File: config.mk
export PLATFORM = sky130hd
export DESIGN_NAME = io_feeder
export DESIGN_NICKNAME = d
export VERILOG_FILES = /design/src/rtl/io_feeder.sv
export SDC_FILE = /design/constraint.sdc
export NUM_CORES = 1
export LEC_CHECK = 0
export BUFFER_PORTS_ARGS = -buffer_cell sky130_fd_sc_hd__buf_2
export CORE_AREA = 2 2 113 137
export CTS_CLUSTER_SIZE = 25
export DETAILED_ROUTE_END_ITERATION = 12
export DIE_AREA = 0 0 115 139
export PLACE_DENSITY = 0.92
export SLEW_MARGIN = 5
export SYNTH_ARGS = -nofsm -noshare
export SYNTH_HDL_FRONTEND = slang
export SYNTH_SLANG_ARGS = --single-unit
File: constraint.sdc
create_clock -name clock -period 5.04 [get_ports clock]
set_clock_uncertainty 0.15 [all_clocks]
set_input_delay 0.504 -clock clock [delete_from_list [all_inputs] [get_ports clock]]
set_output_delay 0.504 -clock clock [all_outputs]
set_load 0.05 [all_outputs]
File: src/rtl/io_feeder.sv
// Host command FIFO feeding the CPU io port: issue with a one-cycle interrupt, wait HOLD cycles, capture io_dout.
// Optional response path (RESP state, rsp_data register) is enabled by defining IO_FEEDER_RESP_EN.
`ifndef BIT_INST
`define BIT_INST 16
`endif
`ifndef BIT_DATA
`define BIT_DATA 8
`endif

module io_feeder #(
   parameter int BIT_INST = `BIT_INST,
   parameter int BIT_DATA = `BIT_DATA,
   parameter int DEPTH    = 8,
   parameter int SZB      = 3,
   parameter int HOLD     = 4
) (
   input  logic                clock,
   input  logic                reset,
   input  logic                cmd_valid,
   output logic                cmd_ready,
   input  logic [BIT_INST-1:0] cmd_inst,
   input  logic [BIT_DATA-1:0] cmd_data,
   output logic                rsp_valid,
   input  logic                rsp_ready,
   output logic [BIT_DATA-1:0] rsp_data,
   output logic                interrupt,
   output logic [BIT_INST-1:0] io_inst,
   output logic [BIT_DATA-1:0] io_din,
   input  logic [BIT_DATA-1:0] io_dout
);

   localparam logic [SZB:0] FULL_CNT = (SZB+1)'(DEPTH);
   localparam logic [7:0]   HOLD_M1  = 8'(HOLD-1);

`ifdef IO_FEEDER_RESP_EN
   typedef enum logic [1:0] {S_IDLE, S_ISSUE, S_WAIT, S_RESP} state_t;
`else
   typedef enum logic [1:0] {S_IDLE, S_ISSUE, S_WAIT} state_t;
`endif

   state_t state_q, state_d;
   logic [SZB-1:0] wr_ptr_q, wr_ptr_d, rd_ptr_q, rd_ptr_d;
   logic [SZB:0]   count_q, count_d;
   logic [7:0]     cnt_q, cnt_d;
   logic           irq_q, irq_d;
   logic [BIT_INST-1:0] inst_q, inst_d;
   logic [BIT_DATA-1:0] din_q, din_d;
   logic           push, pop, empty;
   logic [BIT_INST+BIT_DATA-1:0] mem [DEPTH];
   logic [BIT_INST+BIT_DATA-1:0] head;

   assign empty     = (count_q == '0);
   assign cmd_ready = (count_q != FULL_CNT);
   assign push      = cmd_valid & cmd_ready;
   assign head      = mem[rd_ptr_q];

   assign interrupt = irq_q;
   assign io_inst   = inst_q;
   assign io_din    = din_q;

`ifdef IO_FEEDER_RESP_EN
   logic                rv_q, rv_d;
   logic [BIT_DATA-1:0] rdat_q, rdat_d;
   assign rsp_valid = rv_q;
   assign rsp_data  = rdat_q;
`else
   logic unused_inputs;
   assign unused_inputs = ^{rsp_ready, io_dout};
   assign rsp_valid = 1'b0;
   assign rsp_data  = '0;
`endif

   // Storage is deliberately left out of reset.
   always_ff @(posedge clock) begin
      if (push) mem[wr_ptr_q] <= {cmd_inst, cmd_data};
   end

   always_comb begin
      state_d = state_q;
      cnt_d   = cnt_q;
      irq_d   = irq_q;
      inst_d  = inst_q;
      din_d   = din_q;
      pop     = 1'b0;
`ifdef IO_FEEDER_RESP_EN
      rv_d    = rv_q;
      rdat_d  = rdat_q;
`endif
      case (state_q)
         S_IDLE: begin
            if (!empty) begin
               state_d = S_ISSUE;
               irq_d   = 1'b1;
               inst_d  = head[BIT_INST+BIT_DATA-1:BIT_DATA];
               din_d   = head[BIT_DATA-1:0];
               pop     = 1'b1;
            end
         end
         S_ISSUE: begin
            state_d = S_WAIT;
            irq_d   = 1'b0;
            cnt_d   = HOLD_M1;
         end
         S_WAIT: begin
            if (cnt_q == 8'd0) begin
`ifdef IO_FEEDER_RESP_EN
               rv_d    = 1'b1;
               rdat_d  = io_dout;
               state_d = S_RESP;
`else
               state_d = S_IDLE;
`endif
            end else begin
               cnt_d = cnt_q - 8'd1;
            end
         end
`ifdef IO_FEEDER_RESP_EN
         S_RESP: begin
            if (rsp_ready) begin
               rv_d    = 1'b0;
               state_d = S_IDLE;
            end
         end
`endif
         default: state_d = S_IDLE;
      endcase
   end

   always_comb begin
      wr_ptr_d = wr_ptr_q + SZB'(push);
      rd_ptr_d = rd_ptr_q + SZB'(pop);
      count_d  = count_q;
      if (push && !pop)      count_d = count_q + 1'b1;
      else if (!push && pop) count_d = count_q - 1'b1;
   end

   always_ff @(posedge clock or negedge reset) begin
      if (!reset) begin
         state_q  <= S_IDLE;
         wr_ptr_q <= '0;
         rd_ptr_q <= '0;
         count_q  <= '0;
         cnt_q    <= '0;
         irq_q    <= 1'b0;
         inst_q   <= '0;
         din_q    <= '0;
`ifdef IO_FEEDER_RESP_EN
         rv_q     <= 1'b0;
         rdat_q   <= '0;
`endif
      end else begin
         state_q  <= state_d;
         wr_ptr_q <= wr_ptr_d;
         rd_ptr_q <= rd_ptr_d;
         count_q  <= count_d;
         cnt_q    <= cnt_d;
         irq_q    <= irq_d;
         inst_q   <= inst_d;
         din_q    <= din_d;
`ifdef IO_FEEDER_RESP_EN
         rv_q     <= rv_d;
         rdat_q   <= rdat_d;
`endif
      end
   end

endmodule

# After elaboration in Yosys (flattened, before gate mapping)
# Memories as Yosys holds them, arrays and structs flattened. A register that Yosys moved wholly into a read port is not among the register bits.
# Index checks and enable logic that the tools add are counted.
[totals]
ff_bits = 21
ram_bits = 192
out_inout_bits = 35
word_cells = 48
mem_count = 1
[mem_list]
columns = ["memory", "depth", "width", "rd", "rd_ports_with_merged_regs", "wr", "line_no", "source"]
rows = [
  ["mem", 8, 24, 1, 1, 1, "49", "logic [BIT_INST+BIT_DATA-1:0] mem [DEPTH];"],
]
[op_classes]
addsub = 5
n_eq_ne = 6
mux = 13
bitwise_logic = 2
n_reduce_logical = 15
[op_table]
columns = ["op", "n"]
rows = [
  ["one-hot mux 8 bit (2 select lines)", 1],
  ["zero test 8 bit", 1],
  ["two-way mux 4 bit", 2],
  ["two-way mux 8 bit", 1],
  ["AND reduction 2 bit", 4],
  ["subtractor 8 x 1 -> 8 bit (second input constant)", 1],
  ["adder 3 x 1 -> 3 bit", 2],
  ["inequality test 2 bit (second input constant)", 3],
  ["one-hot mux 2 bit (3 select lines)", 1],
  ["nonzero test 2 bit", 3],
  ["two-way mux 1 bit", 5],
  ["adder 4 x 1 -> 4 bit (second input constant)", 1],
  ["zero test 4 bit", 1],
  ["two-way mux 2 bit", 2],
  ["inequality test 4 bit (second input constant)", 1],
  ["subtractor 4 x 1 -> 4 bit (second input constant)", 1],
  ["zero test 1 bit", 3],
  ["equality test 2 x 1 -> 1 bit (second input constant)", 1],
  ["equality test 2 bit (second input constant)", 1],
  ["logical AND 1 bit", 2],
  ["zero test 2 bit", 1],
  ["one-hot mux 1 bit (2 select lines)", 1],
  ["AND 1 bit", 1],
  ["NOT 1 bit", 1],
]

# Longest topological paths before layout
# Gate-level depths: netlist of run 1.
[logic_depth]
word_depth = 6
mapped_depth = 10

# Worst setup path before layout of run 1
# OpenSTA, ideal clock, no wires.
[synth_timing]
path_kind = "input to register"
from = "input cmd_valid"
to = "memory mem[0][0] (netlist name), enable pin"
setup_ns = 0.435
arrival_ns = 2.576
required_ns = 4.455
path_slack_ns = 1.879
stages = 3
n_path_buf = 0
cell_sequence = "a21boi_1 -> nand2b_1 -> nor3_1"
[synth_via]
elab_chain_cells = 3
[synth_lines]
columns = ["element", "line_no", "source"]
rows = [
  ["start: declaration", "19", "input logic cmd_valid,"],
  ["AND 1 bit", "54", "assign push = cmd_valid & cmd_ready;"],
  ["two-way mux 1 bit", "75", "if (push) mem[wr_ptr_q] <= {cmd_inst, cmd_data};"],
  ["two-way mux 1 bit (not written as such)", "75", ""],
  ["end: declaration", "49", ""],
]
# Every way passes these cells.

==> qor.csv, run 1 <==
metric;value;unit
status;complete, no violations;
hold_path_class;primary input to register;
rsz0062_at_grt;false;
drt-pass1-iter-count;5;
post-route-min-period;2.71;ns
start_util;62.8;%
drv_slew;0;
yosys_register_bits;237;
crit_path_max_fanout;34;
slowest_delay;1.09;ns
synthSimpleGateAreaFrac;3.54;%
synth-compound-area-share;2.79;%
numCtsBuffers;23;
synthTopCellsByCount;192 x edfxtp_1, 48 x mux4_2, 45 x dfrtp_1;
synthTopCellsByArea;edfxtp_1 62%, dfrtp_1 12%, mux4_2 12%;
synth-edff-count;192;
critPathArrivalTime;2.92;ns
endpoint_kind;register;
synth_fa_ha_area_share;1.44;%
post_drt_via_cell_ratio;6.14;
power.total;0.00664;W
placed_cell_area;9660;um2
path_class;register to register;
fmax;0.368;GHz
yosysTopAreaCellShare;62.4;%
grt_max_degree;52;
setup_viol_count_final;0;
cts_resized;0;
routedWlPerCell;23.8;um
htreeDepth;1;
critPathLaunchType;register;
grtUsageTotal;22.9;%
grt_pass1_vias;4832;
worst_pin_slew;1.17;ns
place.gp.congestion;0.751;
port_buffers;52;
cts.clk_slew.worst_paths;0.06;ns
yosysSeqAreaShare;74.6;%
drt_iter0_drc;358;
dp_hpwl;9730;um
yosysTopAreaCell;edfxtp_1;
root_buffer;clkbuf_16;
grt_antenna_before_repair;1;
routed_wl;17500;um
p_comb_share;30.9;%
clock-sinks;237;
yosysWarnings;0;
syn_to_final_growth;12.7;%
die_width;115;um
synth.area.mux_share;14.8;%
coreArea;14700;um2
grtUsageMet3;3.76;%
dieArea;16000;um2
stdcell_area;10400;um2
pwr-share-seq;44.0;%
critPathTopFamily;flip-flops;
yosys_most_used_dff;edfxtp_1;
cts_setup_buffers;0;
p_leak;3.75;nW
path_cells;buf_4, mux4_2, mux2i_1, o21ai_1;
syn_area_per_cell;19.2;um2
grtUsageMet2;39.7;%
worstPathRequired;5.24;ns
clkPwrFrac;25.1;%
grt_remaining_overflow;0;
ios;71;
synth_top_family_by_area;multiplexers;
busiest_layer;met2;
synth-xor-area-share;0.379;%
drc_errors;0;
ant_nets;0;
sw_frac_of_total;34.3;%
async_flop_share;19.0;%
maxSlewHeadroom;22.2;%
dr_total_vias;4531;
cts_tree;yes;
clk_latency;0.50;ns
setup_tns;0;ns
grt_pass1_wl;27000;um
cp_slowest_cell;dfrtp_2;
die_h;139;um
fin_crit_sh;53.9;%
p_int;0.00436;W
yosysMostFrequentCell;edfxtp_1;
drv_cap;0;
final_nets;589;
drive_gt1_share;27.4;%
p_switching;0.00228;W
synth_cell_types;42;
synthCells;480;
met1_usage;28.9;%
vdd_ir_drop_max;0.399;mV
fillers;847;
crit_buf_inv;1;
syn_area;9230;um2
row_count;49;
hold_viol_final;0;
powerDensity;638;nW/um2
clockBufferDepth;3;
cells by family (layout without fill, tap and decap cells):
group,count (synthesis),count (layout)
buffers and inverters,37,108
adders and majority gates,10,10
DFF,237,237
and+or+nand+nor,72,72
other,1,10
xor gates and xnor gates,4,4
muxes,76,76
AOI/OAI and AO/OA,43,43
registers in the layout, indices dropped and copies added, names as in the netlist:
signal / flops
cnt_q: 8
wr_ptr_q: 3
state_q: 2
interrupt: 1
io_din: 8
count_q: 4
rd_ptr_q: 3
io_inst: 16
mem: 192
cells in the final DEF (no fill, tap or decap), types with 3 or more instances in the layout:
cell	instances
mux4_2	48
o21ai_1	25
clkbuf_8	3
nor3_1	7
a21oi_1	4
buf_2	52
mux2i_1	26
ha_1	9
clkinv_1	3
o21ai_0	3
nor2_4	6
buf_4	6
inv_1	8
nand3_1	5
nand2_1	38
clkbuf_16	23
dfrtp_1	43
edfxtp_1	192
nand2b_1	5
nor2_1	3
clkbuf_1	4
conb_1	9
clkinv_2	5
through the flow:
step	setup slack, ns	utilization (%)	cells	hold slack (ns)
after floorplan	1.88	-	488	0.0584
after global placement	2.32	65.6	695	0.314
after detailed placement	2.27	65.6	695	0.320
after CTS	2.23	70.7	737	0.106
after global routing	2.05	70.7	738	0.125
final	2.33	70.7	738	0.122
cell type report:
| class | instances | area, um2 | area share (%) |
|---|---|---|---|
| inverter | 8 | 30.0 | 0.289 |
| timing repair buffer | 59 | 315 | 3.03 |
| clock inverter | 11 | 104 | 0.998 |
| clock buffer | 30 | 632 | 6.07 |
| tap | 178 | 223 | 2.14 |
| multi-input combinational | 214 | 2200 | 21.2 |
| sequential | 237 | 6890 | 66.3 |
| antenna | 1 | 2.50 | 0.0240 |
power by group through the flow:
stage	combinational, W	clock (W)	sequential, W
2_1_floorplan	0.00139	0	0.00307
3_3_place_gp	0.00194	0	0.00292
3_5_place_dp	0.00204	0	0.00296
4_1_cts	0.00207	0.00169	0.00293
5_1_grt	0.00221	0.00176	0.00298
6_report	0.00205	0.00166	0.00292
worst register-to-register path: stages, from the launching register on:
cell	delay, ns
dfrtp_2	1.09
buf_4	0.48
mux4_2	0.57
mux2i_1	0.20
o21ai_1	0.09
path summary, 6_finish.rpt:
path	start	endpoint	slack (ns)	depth (start not counted)
setup / recovery	rd_ptr_q[0]	io_inst[8]	2.33	4
hold / removal	cmd_inst[3]	mem[3][11]	0.12	1
setup reg to reg	rd_ptr_q[0]	io_inst[8]	2.33	4
hold reg to reg	io_inst[14]	io_inst[14]	0.33	2
max in group asynchronous	reset	rd_ptr_q[1]	3.78	3
min in group asynchronous	reset	cnt_q[0]	0.48	3
timing repair:
item                                    in CTS  in global routing
hold endpoints to repair                    45                  0
hold buffers                                 1                  0
endpoints found under the setup margin       0                  0
per-layer routing:
metal / routed length [um] / part of all wire, %
met2: 9650 / 55
met5: 0 / 0
met3: 907 / 5.2
met1: 6440 / 37
met4: 535 / 3.1
(Power assumes the default switching activity.)
==> run 2, diff against run 1 <==
ABC_AREA = 1   (was unset)
CORE_AREA = 2 2 122 148   (was 2 2 113 137)
DIE_AREA = 0 0 124 150   (was 0 0 115 139)
PLACE_DENSITY = 0.87   (was 0.92)
clock period = 2.6 ns   (was 5.04 ns; I/O delays follow)
==> qor.csv, run 2 <==
metric;value;unit;change
status;complete, no violations;;
grtUsageMet3;3.35;%;-0.41 points
drt_iter0_drc;719;;+100%
grt_antenna_before_repair;0;;-1
ant_nets;0;;unchanged
die_width;124;um;+7.8%
met1_usage;30.2;%;+1.3 points
yosysSeqAreaShare;67.9;%;-6.7 points
syn_to_final_growth;14.1;%;
post_drt_via_cell_ratio;5.47;;-11%
clockBufferDepth;3;;unchanged
grtUsageTotal;24.1;%;+1.2 points
stdcell_area;11600;um2;+11%
timing.hold.ws;0.137;ns;+0.0154 ns
clock-sinks;237;;unchanged
cts-hold-fix-buffers;25;;+24
grt_pass1_wl;34100;um;+26%
p_leak;4.94;nW;+32%
ios;71;;unchanged
grtUsageMet2;40.9;%;+1.2 points
vdd_ir_drop_max;0.677;mV;+70%
yosysTopAreaCell;edfxtp_1;;
busiest_layer;met2;;
drt-pass1-iter-count;5;;unchanged
fmax;0.424;GHz;+15%
yosysTopAreaCellShare;56.8;%;-5.6 points
cp-endpoint;count_q[3];;
synth.area.mux_share;0;%;-15 points
drive_gt1_share;12.2;%;-15 points
place.gp.congestion;0.775;;+3.1%
hold_path_class;primary input to register;;
drv_cap;0;;unchanged
grt_max_degree;117;;+130%
r2r_end;count_q[3];;
final_common_cell;nand2_1;;
clk_latency;0.51;ns;about the same
top_register;mem;;
coreArea;17200;um2;+17%
synthTopCellsByCount;285 x nand2_1, 192 x edfxtp_1, 126 x nand3_1;;
synth_cell_types;34;;-19%
syn_area;10100;um2;+9.9%
routed_wl;21800;um;+24%
cts_tree;yes;;
routedWlPerCell;17.2;um;-28%
syn_area_per_cell;10.7;um2;-44%
critPathLaunchType;register;;
worst_pin_slew;0.741;ns;-0.427 ns
path_class;register to register;;
synth-edff-count;192;;unchanged
cts.clk_slew.worst_paths;0.06;ns;about the same
grt_pass1_vias;6836;;+41%
crit_path_max_fanout;4;;-88%
htreeDepth;1;;unchanged
r2r_start;count_q[1];;
yosys_most_used_dff;edfxtp_1;;
synthTopCellsByArea;edfxtp_1 57%, dfrtp_1 11%, nand2_1 11%;;
port_buffers;52;;unchanged
endpoint_kind;register;;
fin_cells;1268;;+72%
yosys_register_bits;237;;unchanged
power.total;0.0139;W;+110%
setup_tns;0;ns;unchanged
rrSetupSlack;0.24;ns;-2.09 ns
setup_viol_count_final;0;;unchanged
dr_total_vias;6940;;+53%
fin_crit_sh;90.8;%;+37 points
yosysMostFrequentCell;nand2_1;;
powerDensity;1200;nW/um2;+88%
startpoint;count_q[1];;
hold_viol_final;0;;unchanged
worstRegToRegCells;12;;+8
start_util;58.9;%;-3.9 points
synth-xor-area-share;0.604;%;+0.22 points
synth_top_family_by_area;simple AND/OR/NAND/NOR gates;;
placedCellCount;1201;;+73%
row_count;53;;+8.2%
cts_setup_buffers;0;;unchanged
cts_resized;0;;unchanged
maxSlewHeadroom;50.6;%;+28 points
drv_slew;0;;unchanged
grt_remaining_overflow;0;;unchanged
post-route-min-period;2.36;ns;-0.354 ns
synthSimpleGateAreaFrac;22.9;%;+19 points
placed_cell_area;10600;um2;+10%
root_buffer;clkbuf_16;;
async_flop_share;19.0;%;unchanged
rsz0062_at_grt;false;;
critPathArrivalTime;2.60;ns;-0.32 ns
synth_fa_ha_area_share;1.31;%;-0.13 points
numCtsBuffers;23;;unchanged
worstPathRequired;2.84;ns;-2.40 ns
antenna_cells;0;;-1
largest_reg_flops;192;;unchanged
drc_errors;0;;unchanged
die_h;150;um;+7.9%
yosysWarnings;0;;unchanged
final_nets;1077;;+83%
synthCells;944;;+97%
synth-compound-area-share;0.567;%;-2.2 points
fillers;1135;;+34%
dieArea;18600;um2;+16%
dp_hpwl;12200;um;+25%
final_cell_mix;285 x nand2_1, 192 x edfxtp_1, 125 x nand3_1, 86 x inv_1, 65 x nor2_1;;
[run 2: critical path: stages, from the launching register on]
cell and delay, ns:
dfrtp_1 0.43, nor2_2 0.23, nand3_2 0.10, and2_1 0.22, ha_1 0.23, inv_1 0.12, ha_1 0.28, a21oi_1 0.19
nand2_1 0.07, nand2_1 0.07, nand2_1 0.05, nand2_1 0.05, nand2_1 0.04
[run 2: cell type report]
class	instances	area (um2)	share of cell area [%]
Timing Repair Buffer	104	751	6.48
Inverter	91	344	2.97
Tap cell	220	275	2.38
Multi-Input combinational cell	574	2640	22.8
Sequential cell	237	6890	59.5
Clock buffer	32	619	5.35
Clock inverter	10	62.6	0.540
[run 2: worst min path at each step]
stage                          from          end  slack, ns  cells after the start
after floorplan               reset     cnt_q[0]      -0.19                      0
after detailed placement      reset   io_inst[8]       0.21                      1
after global routing      cmd_valid  wr_ptr_q[0]       0.17                      3
after CTS                 cmd_valid  wr_ptr_q[0]       0.12                      3
final                     cmd_valid  wr_ptr_q[0]       0.14                      3
after global placement        reset   io_inst[8]       0.21                      1
[run 2: per-stage QoR]
step | util [%] | setup WS [ns]
2_1_floorplan | - | -0.0454
3_3_place_gp | 61.8 | 0.353
3_5_place_dp | 61.8 | 0.249
4_1_cts | 67.2 | 0.221
5_1_grt | 67.2 | 0.0212
6_report | 67.2 | 0.239
[run 2: logic make-up (layout without fill, tap and decap cells)]
kind of cell    Yosys count  count (layout)
simple gates            540             540
flops                   237             237
buf+inv                 141             237
fa+ha+maj                10              10
compound gates            8               8
xor+xnor                  7               7
other cells               1               9
[run 2: where the power goes]
group / switching [W] / internal (W)
registers: 0.000331 / 0.00495
logic: 0.00394 / 0.00163
clock network: 0.00135 / 0.00168
total: 0.00561 / 0.00825
[run 2: metal layers]
metal  vias to the layer above  share of wire (%)  routed length [um]
met5                         -                  0                   0
met3                        67                8.1                1770
li1                       3231                  -                   -
met1                      3299                 37                8090
met2                       343                 51               11100
met4                         0                3.8                 834
